$ cat config.mk
export PLATFORM = sky130hd
export DESIGN_NAME = uart_core
export DESIGN_NICKNAME = d
export VERILOG_FILES = /design/src/rtl/uart_core.sv
export SDC_FILE = /design/constraint.sdc
export NUM_CORES = 1
export LEC_CHECK = 0
export ABC_CLOCK_PERIOD_IN_PS = 2400
export BUFFER_PORTS_ARGS = -buffer_cell sky130_fd_sc_hd__clkbuf_2
export CELL_PAD_IN_SITES_DETAIL_PLACEMENT = 2
export CELL_PAD_IN_SITES_GLOBAL_PLACEMENT = 2
export CORE_ASPECT_RATIO = 1.1
export CORE_UTILIZATION = 41
export DETAILED_ROUTE_END_ITERATION = 12
export GPL_ROUTABILITY_DRIVEN = 0
export GPL_TIMING_DRIVEN = 0
export PLACE_DENSITY = 0.82
export SYNTH_ARGS = -nofsm -noshare
export SYNTH_HDL_FRONTEND = slang
export SYNTH_SLANG_ARGS = --single-unit
$ cat constraint.sdc
create_clock -name clk -period 2.4 [get_ports clk]
set_input_delay 0.12 -clock clk [delete_from_list [all_inputs] [get_ports clk]]
set_output_delay 0.12 -clock clk [all_outputs]
set_load 0.02 [all_outputs]
$ cat src/rtl/uart_core.sv
// uart_core: 8N1-style UART with independent TX/RX FSMs; even parity enabled by defining UART_PARITY_EN
module uart_core #(
    parameter int CLK_HZ    = 100_000_000,
    parameter int BAUD      = 9600,
    parameter int DATA_BITS = 8,
    parameter int STOP_BITS = 1
) (
    input  logic                 clk,
    input  logic                 rst_n,
    input  logic [DATA_BITS-1:0] tx_data,
    input  logic                 tx_valid,
    output logic                 tx_ready,
    output logic                 tx,
    input  logic                 rx,
    output logic [DATA_BITS-1:0] rx_data,
    output logic                 rx_valid,
    output logic                 rx_frame_err,
    output logic                 rx_parity_err
);
    localparam int DIV = CLK_HZ / BAUD;
    localparam int CW = $clog2(STOP_BITS * DIV + 1);
    localparam logic [CW-1:0] CNT_ONE = CW'(1);
    localparam logic [CW-1:0] BIT_END = CW'(DIV - 1);
    localparam logic [CW-1:0] HALF_END = CW'(DIV / 2 - 1);
    localparam logic [CW-1:0] STOP_END = CW'(STOP_BITS * DIV - 1);
    localparam logic [3:0] LAST_BIT = 4'(DATA_BITS - 1);

    typedef enum logic [2:0] {
        T_IDLE,
        T_START,
        T_DATA,
`ifdef UART_PARITY_EN
        T_PARITY,
`endif
        T_STOP
    } tx_state_e;

    typedef enum logic [2:0] {
        R_IDLE,
        R_START,
        R_DATA,
`ifdef UART_PARITY_EN
        R_PARITY,
`endif
        R_STOP,
        R_BREAK
    } rx_state_e;

    tx_state_e ts_q, ts_d;
    logic [CW-1:0] tc_q, tc_d;
    logic [3:0] tb_q, tb_d;
    logic [DATA_BITS-1:0] tsh_q, tsh_d;
    logic init_q;

    rx_state_e rs_q, rs_d;
    logic [1:0] sync_q;
    logic [CW-1:0] rc_q, rc_d;
    logic [3:0] rb_q, rb_d;
    logic [DATA_BITS-1:0] rsh_q, rsh_d;
    logic [DATA_BITS-1:0] rdata_q, rdata_d;
    logic rvalid_q, rvalid_d;
    logic rferr_q, rferr_d;
    logic rxs;

`ifdef UART_PARITY_EN
    logic tpar_q, tpar_d;
    logic rpar_q, rpar_d;
    logic rperr_q, rperr_d;
`endif

    assign tx_ready = init_q && (ts_q == T_IDLE);
`ifdef UART_PARITY_EN
    assign tx = (ts_q == T_START) ? 1'b0 : (ts_q == T_DATA) ? tsh_q[0] : (ts_q == T_PARITY) ? tpar_q : 1'b1;
    assign rx_parity_err = rperr_q;
`else
    assign tx = (ts_q == T_START) ? 1'b0 : (ts_q == T_DATA) ? tsh_q[0] : 1'b1;
    assign rx_parity_err = 1'b0;
`endif
    assign rxs = sync_q[1];
    assign rx_data = rdata_q;
    assign rx_valid = rvalid_q;
    assign rx_frame_err = rferr_q;

    // TX next state: each line bit is held for DIV cycles, data shifted out LSB first
    always_comb begin
        ts_d = ts_q;
        tc_d = tc_q + CNT_ONE;
        tb_d = tb_q;
        tsh_d = tsh_q;
`ifdef UART_PARITY_EN
        tpar_d = tpar_q;
`endif
        case (ts_q)
            T_IDLE: begin
                tc_d = '0;
                if (tx_valid && tx_ready) begin
                    ts_d = T_START;
                    tsh_d = tx_data;
`ifdef UART_PARITY_EN
                    tpar_d = ^tx_data;
`endif
                end
            end
            T_START: if (tc_q == BIT_END) begin
                ts_d = T_DATA;
                tc_d = '0;
                tb_d = '0;
            end
            T_DATA: if (tc_q == BIT_END) begin
                tc_d = '0;
                tb_d = tb_q + 4'd1;
                tsh_d = tsh_q >> 1;
`ifdef UART_PARITY_EN
                if (tb_q == LAST_BIT) ts_d = T_PARITY;
`else
                if (tb_q == LAST_BIT) ts_d = T_STOP;
`endif
            end
`ifdef UART_PARITY_EN
            T_PARITY: if (tc_q == BIT_END) begin
                ts_d = T_STOP;
                tc_d = '0;
            end
`endif
            T_STOP: if (tc_q == STOP_END) begin
                ts_d = T_IDLE;
                tc_d = '0;
            end
            default: begin
                ts_d = T_IDLE;
                tc_d = '0;
            end
        endcase
    end

    // TX state register; init_q holds off tx_ready until the first edge after reset release
    always_ff @(posedge clk or negedge rst_n) begin
        if (!rst_n) begin
            ts_q <= T_IDLE;
            tc_q <= '0;
            tb_q <= '0;
            tsh_q <= '0;
            init_q <= 1'b0;
`ifdef UART_PARITY_EN
            tpar_q <= 1'b0;
`endif
        end else begin
            ts_q <= ts_d;
            tc_q <= tc_d;
            tb_q <= tb_d;
            tsh_q <= tsh_d;
            init_q <= 1'b1;
`ifdef UART_PARITY_EN
            tpar_q <= tpar_d;
`endif
        end
    end

    // RX next state: confirm start at half a bit, then sample every DIV cycles at mid-bit
    always_comb begin
        rs_d = rs_q;
        rc_d = rc_q + CNT_ONE;
        rb_d = rb_q;
        rsh_d = rsh_q;
        rdata_d = rdata_q;
        rvalid_d = 1'b0;
        rferr_d = 1'b0;
`ifdef UART_PARITY_EN
        rpar_d = rpar_q;
        rperr_d = 1'b0;
`endif
        case (rs_q)
            R_IDLE: begin
                rc_d = '0;
                if (!rxs) rs_d = R_START;
            end
            R_START: if (rc_q == HALF_END) begin
                rc_d = '0;
                rb_d = '0;
                rs_d = rxs ? R_IDLE : R_DATA;
            end
            R_DATA: if (rc_q == BIT_END) begin
                rc_d = '0;
                rb_d = rb_q + 4'd1;
                rsh_d = {rxs, rsh_q[DATA_BITS-1:1]};
`ifdef UART_PARITY_EN
                if (rb_q == LAST_BIT) rs_d = R_PARITY;
`else
                if (rb_q == LAST_BIT) rs_d = R_STOP;
`endif
            end
`ifdef UART_PARITY_EN
            R_PARITY: if (rc_q == BIT_END) begin
                rc_d = '0;
                rpar_d = rxs;
                rs_d = R_STOP;
            end
`endif
            R_STOP: if (rc_q == BIT_END) begin
                rc_d = '0;
                rvalid_d = 1'b1;
                rdata_d = rsh_q;
                rferr_d = !rxs;
`ifdef UART_PARITY_EN
                rperr_d = ^{rsh_q, rpar_q};
`endif
                rs_d = rxs ? R_IDLE : R_BREAK;
            end
            R_BREAK: begin
                rc_d = '0;
                if (rxs) rs_d = R_IDLE;
            end
            default: begin
                rs_d = R_IDLE;
                rc_d = '0;
            end
        endcase
    end

    // RX state register and two-flop synchronizer for the asynchronous rx line
    always_ff @(posedge clk or negedge rst_n) begin
        if (!rst_n) begin
            sync_q <= 2'b11;
            rs_q <= R_IDLE;
            rc_q <= '0;
            rb_q <= '0;
            rsh_q <= '0;
            rdata_q <= '0;
            rvalid_q <= 1'b0;
            rferr_q <= 1'b0;
`ifdef UART_PARITY_EN
            rpar_q <= 1'b0;
            rperr_q <= 1'b0;
`endif
        end else begin
            sync_q <= {sync_q[0], rx};
            rs_q <= rs_d;
            rc_q <= rc_d;
            rb_q <= rb_d;
            rsh_q <= rsh_d;
            rdata_q <= rdata_d;
            rvalid_q <= rvalid_d;
            rferr_q <= rferr_d;
`ifdef UART_PARITY_EN
            rpar_q <= rpar_d;
            rperr_q <= rperr_d;
`endif
        end
    end
endmodule

==> qor.csv <==
stage,metric,value,unit
outcome,status,"finished, final reports clean",
synth,mux contribution to synthesized area,6.58,%
synth,cell types occupying the most area after synthesis,"sky130_fd_sc_hd__dfrtp_1, sky130_fd_sc_hd__nor2_4, sky130_fd_sc_hd__xor2_1, sky130_fd_sc_hd__mux2_4, sky130_fd_sc_hd__ha_1",
route,total detailed-routing wirelength,8890,microns
finish,number of nets in the final layout,360,
synth,Synth top area share,46.4,%
synth,leading area contributor after synthesis,sky130_fd_sc_hd__dfrtp_1,
synth,flip-flop and latch count after synthesis,70,
power,Sw Share,23.6,%
timing,unrepaired setup endpoints after global routing,false,
worst_setup_path,Critical Path Sink Type,output pin,
synth,simple-gate portion of the synthesized area,24.0,%
floorplan,die area,9330,sq um
global_route,vias in the first global route,2840,
timing,worst clock skew,0.00828,ns
timing,post-route clock period utilization,86.3,%
worst_setup_path,required arrival time at the worst endpoint,2.28,ns
timing,Max Fclk,483,MHz
global_route,first-pass GRT wire length,15000,microns
synth,post-synth design cell area,3670,sq um
global_route,grt met1 use,25.0,%
finish,fraction of final layout cells with drive strength greater than 1,30.2,%
synth,average cell area after synthesis,12.1,sq um
power,reported leakage power,0.00192,uW
synth,count of yosys warnings during synthesis,0,
worst_setup_path,buffers plus inverters on the worst setup path,3,
clocking,clock-pin slew on the worst setup and hold paths,0.09,ns
hold_path,path category of the worst min-delay check,in2reg,
route,number of design rule violations left after detail routing,0,
synth,syn_nets,323,
timing,sum of negative setup slack,0,ns
synth,fraction of synthesized cell area in xor and xnor cells,5.01,%
route,number of optimization iterations in the first detailed-route pass,4,
route,number of vias after detailed routing,2511,
floorplan,Die H,101,microns
floorplan,width of the die,92.2,microns
finish,number of diodes,0,
global_route,met3 track demand over resource in global routing,3.83,%
clocking,number of buffers inserted by post-CTS setup repair,0,
place,cell area after placement,3950,sq um
worst_setup_path,Crit Path Category,reg2out,
clocking,number of buffers created by CTS,9,
route,initial detailed-routing violation count,41,
timing,setup violators final,0,
route,post-detailed-route via-to-cell ratio,5.52,
floorplan,num ports,25,
power,part of the total power dissipated in the clock network,47.7,%
power,internal power summed over all cells,1800,uW
global_route,largest net degree at the start of global routing,49,
finish,design area,4200,sq um
synth,number of flops mapped to enable cells by yosys,0,
power,power density of the placed cells,560,nW/um^2
worst_setup_path,stage delay of the slowest cell on the critical path,0.41,ns
clocking,later-pin clock latency in the skew report,0.36,ns
synth,main combinational cell family by area after synthesis,simple AND/OR/NAND/NOR gates,
clocking,htree depth,3,
place,port bufs,23,
route,antenna-violating nets left,0,
synth,register area share after synthesis,47.8,%
global_route,residual overflow from global routing,0,
timing,final number of hold-violating endpoints,0,
power,Peak VDD IR,0.303,mV
route,average routed wire per standard cell,19.5,microns
floorplan,core region area,8540,sq um
synth,adder-cell share of the synthesized area,3.07,%
clocking,CTS tree,yes,
worst_setup_path,largest delay contributor family on the critical path,buffers and inverters,
timing,minimum clock period,2.07,ns
global_route,Most Crowded Layer GR,met2,
worst_setup_path,"Arr. time, crit path",1.95,ns
power,proportion of power drawn by flip-flops and latches,50.4,%
synth,number of unique standard cell types used by synthesis,66,
synth,asr flop ratio synth,100,%
finish,Filler cells,853,
clocking,clock sinks,70,
power,combinational group share of total power,1.9,%
global_route,number of antenna violations at the first check in global routing,0,
clocking,root cell of the clock tree,sky130_fd_sc_hd__clkbuf_8,
global_route,all-layer global routing usage,21.1,%
worst_setup_path,Slowest cell on crit path,sky130_fd_sc_hd__dfrtp_1,
worst_setup_path,"Critical Path, Cell by Cell",inv_1 > ha_1 > clkbuf_1 > a21oi_1 > clkbuf_2,
global_route,met2 usage in global routing,38.2,%
synth,count of mapped cells out of synthesis,302,
synth,dominant synthesized flop cell,sky130_fd_sc_hd__dfrtp_1,
power,net switching power,555,uW
floorplan,std cell rows,35,
place,HPWL after DPL,5730,microns
worst_setup_path,Startpoint Class,flop,
timing,final-report max-slew violation count,0,
synth,area fraction in compound gates after synthesis,9.58,%
flow_run,count of max-cap constraint violations,0,
worst_setup_path,CP Max Fanout,10,
finish,relative area change from synthesis to final layout,14.5,%
clocking,clock tree buffer depth,2,
floorplan,initial cell density of the core,43.0,%
cells by family after synthesis:
family	Yosys count
buffers and inverters	20
flip-flops	70
XOR/XNOR	21
AND/OR/NAND/NOR	119
other	2
multiplexers	19
adder cells (fa/ha/maj)	9
AO/OA/AOI/OAI	42
final cells by class:
type / instances / area (sq um) / area share, %
plain buffers: 10 / 97.6 / 2.32
clock buffers: 9 / 124 / 2.95
clock inverters: 7 / 103 / 2.44
inverters: 10 / 37.5 / 0.894
multi-input cells: 212 / 1780 / 42.4
flip-flops and latches: 70 / 1750 / 41.8
well taps: 111 / 139 / 3.31
repair buffers: 26 / 165 / 3.93
routing by layer:
layer / vias to the layer above / routed length [microns]
met1: 1299 / 3770
met2: 33 / 4800
li1: 1164 / -
met5: - / 0
met4: 0 / 175
met3: 15 / 153
sequential cells by signal (all words and copies together) (netlist names):
signal        cells
rc_q             14
tc_q             14
rsh_q             8
rx_data           8
tsh_q             8
rb_q              4
tb_q              4
rs_q              3
sync_q            2
ts_q              2
init_q            1
rx_frame_err      1
rx_valid          1
cells in the mapped netlist, types with 2 or more instances:
master                     instances
sky130_fd_sc_hd__dfrtp_1          68
sky130_fd_sc_hd__nand4_1          11
sky130_fd_sc_hd__buf_6             3
sky130_fd_sc_hd__o221a_1           7
sky130_fd_sc_hd__ha_1              9
sky130_fd_sc_hd__mux2_1            9
sky130_fd_sc_hd__and4bb_1          3
sky130_fd_sc_hd__a31oi_1           2
sky130_fd_sc_hd__conb_1            2
sky130_fd_sc_hd__nor3b_1           6
sky130_fd_sc_hd__inv_1             9
sky130_fd_sc_hd__mux2_4            8
sky130_fd_sc_hd__nand3b_1          2
sky130_fd_sc_hd__o21ai_2           2
sky130_fd_sc_hd__a21oi_1           7
sky130_fd_sc_hd__nor2_2            3
sky130_fd_sc_hd__xor2_1           17
sky130_fd_sc_hd__or2_2             7
sky130_fd_sc_hd__nor3_1            4
sky130_fd_sc_hd__nor2_1            8
sky130_fd_sc_hd__buf_2             2
sky130_fd_sc_hd__and3_1            5
sky130_fd_sc_hd__nand2b_1          2
sky130_fd_sc_hd__xnor2_1           4
sky130_fd_sc_hd__or3_1             5
sky130_fd_sc_hd__nand2_1          11
sky130_fd_sc_hd__nand3_1          12
sky130_fd_sc_hd__a221o_1           2
sky130_fd_sc_hd__and2_1            3
sky130_fd_sc_hd__dfstp_2           2
sky130_fd_sc_hd__buf_4             2
sky130_fd_sc_hd__and4_1            6
sky130_fd_sc_hd__and4_4            2
sky130_fd_sc_hd__mux2i_1           2
sky130_fd_sc_hd__nor2_4           17
sky130_fd_sc_hd__o21ai_0           8
path summary, 6_finish.rpt:
path / end / slack [ns] / startpoint / cells past startpoint
worst max-delay path: tx / 0.33 / ts_q[0] / 5
worst min-delay path: tsh_q[7] / 0.10 / tx_data[7] / 3
worst max register to register: rx_data[4] / 0.33 / rc_q[0] / 5
worst min register to register: sync_q[1] / 0.37 / sync_q[0] / 0
max in group asynchronous: sync_q[0] / 1.56 / rst_n / 3
min in group asynchronous: rb_q[2] / 0.22 / rst_n / 2
worst min-delay path: cells and delay by family:
| kind | cells | cell delay (ns) |
|---|---|---|
| compound gates | 2 | 0.24 |
| buf+inv | 1 | 0.07 |
through the flow:
| stage | power, uW | std cells | util [%] | setup WS (ns) | hold WS, ns |
|---|---|---|---|---|---|
| 2_1_floorplan | 1210 | 302 | - | 0.587 | -0.176 |
| 5_1_grt | 2430 | 455 | 49.2 | 0.175 | 0.114 |
| 3_3_place_gp | 1250 | 436 | 45.9 | 0.476 | 0.209 |
| 3_5_place_dp | 1250 | 437 | 46.3 | 0.412 | 0.0787 |
| 4_1_cts | 2390 | 455 | 49.2 | 0.291 | 0.0940 |
| 6_report | 2350 | 455 | 49.2 | 0.330 | 0.105 |
power by group through the flow:
stage               Sequential [uW]  Combinational, uW  Clock (uW)
floorplan                      1210               4.33           0
global placement               1210               36.6           0
finish                         1190               44.5        1120
CTS                            1190               46.4        1160
detailed placement             1210               43.7           0
global route                   1190               50.5        1190
cell usage in the layout, fill, tap and decap left out, drive strengths merged, types with 3 or more instances in the layout:
cell,instances
mux2,17
buf,10
nand2,11
xor2,17
and4,8
a21oi,7
and2,3
ha,9
and3,5
nor3b,6
inv,14
dfrtp,68
nand3,14
or3,6
o221a,7
nand4,12
and4bb,4
nor2,29
clkbuf,33
xnor2,4
nor3,4
or2,8
o21ai,10
repair_timing:
action	CTS	global route
endpoints found under the hold margin	23	0
hold buffers	2	0
resized for setup	0	0
No activity file was read; power rests on OpenSTA's default activity.
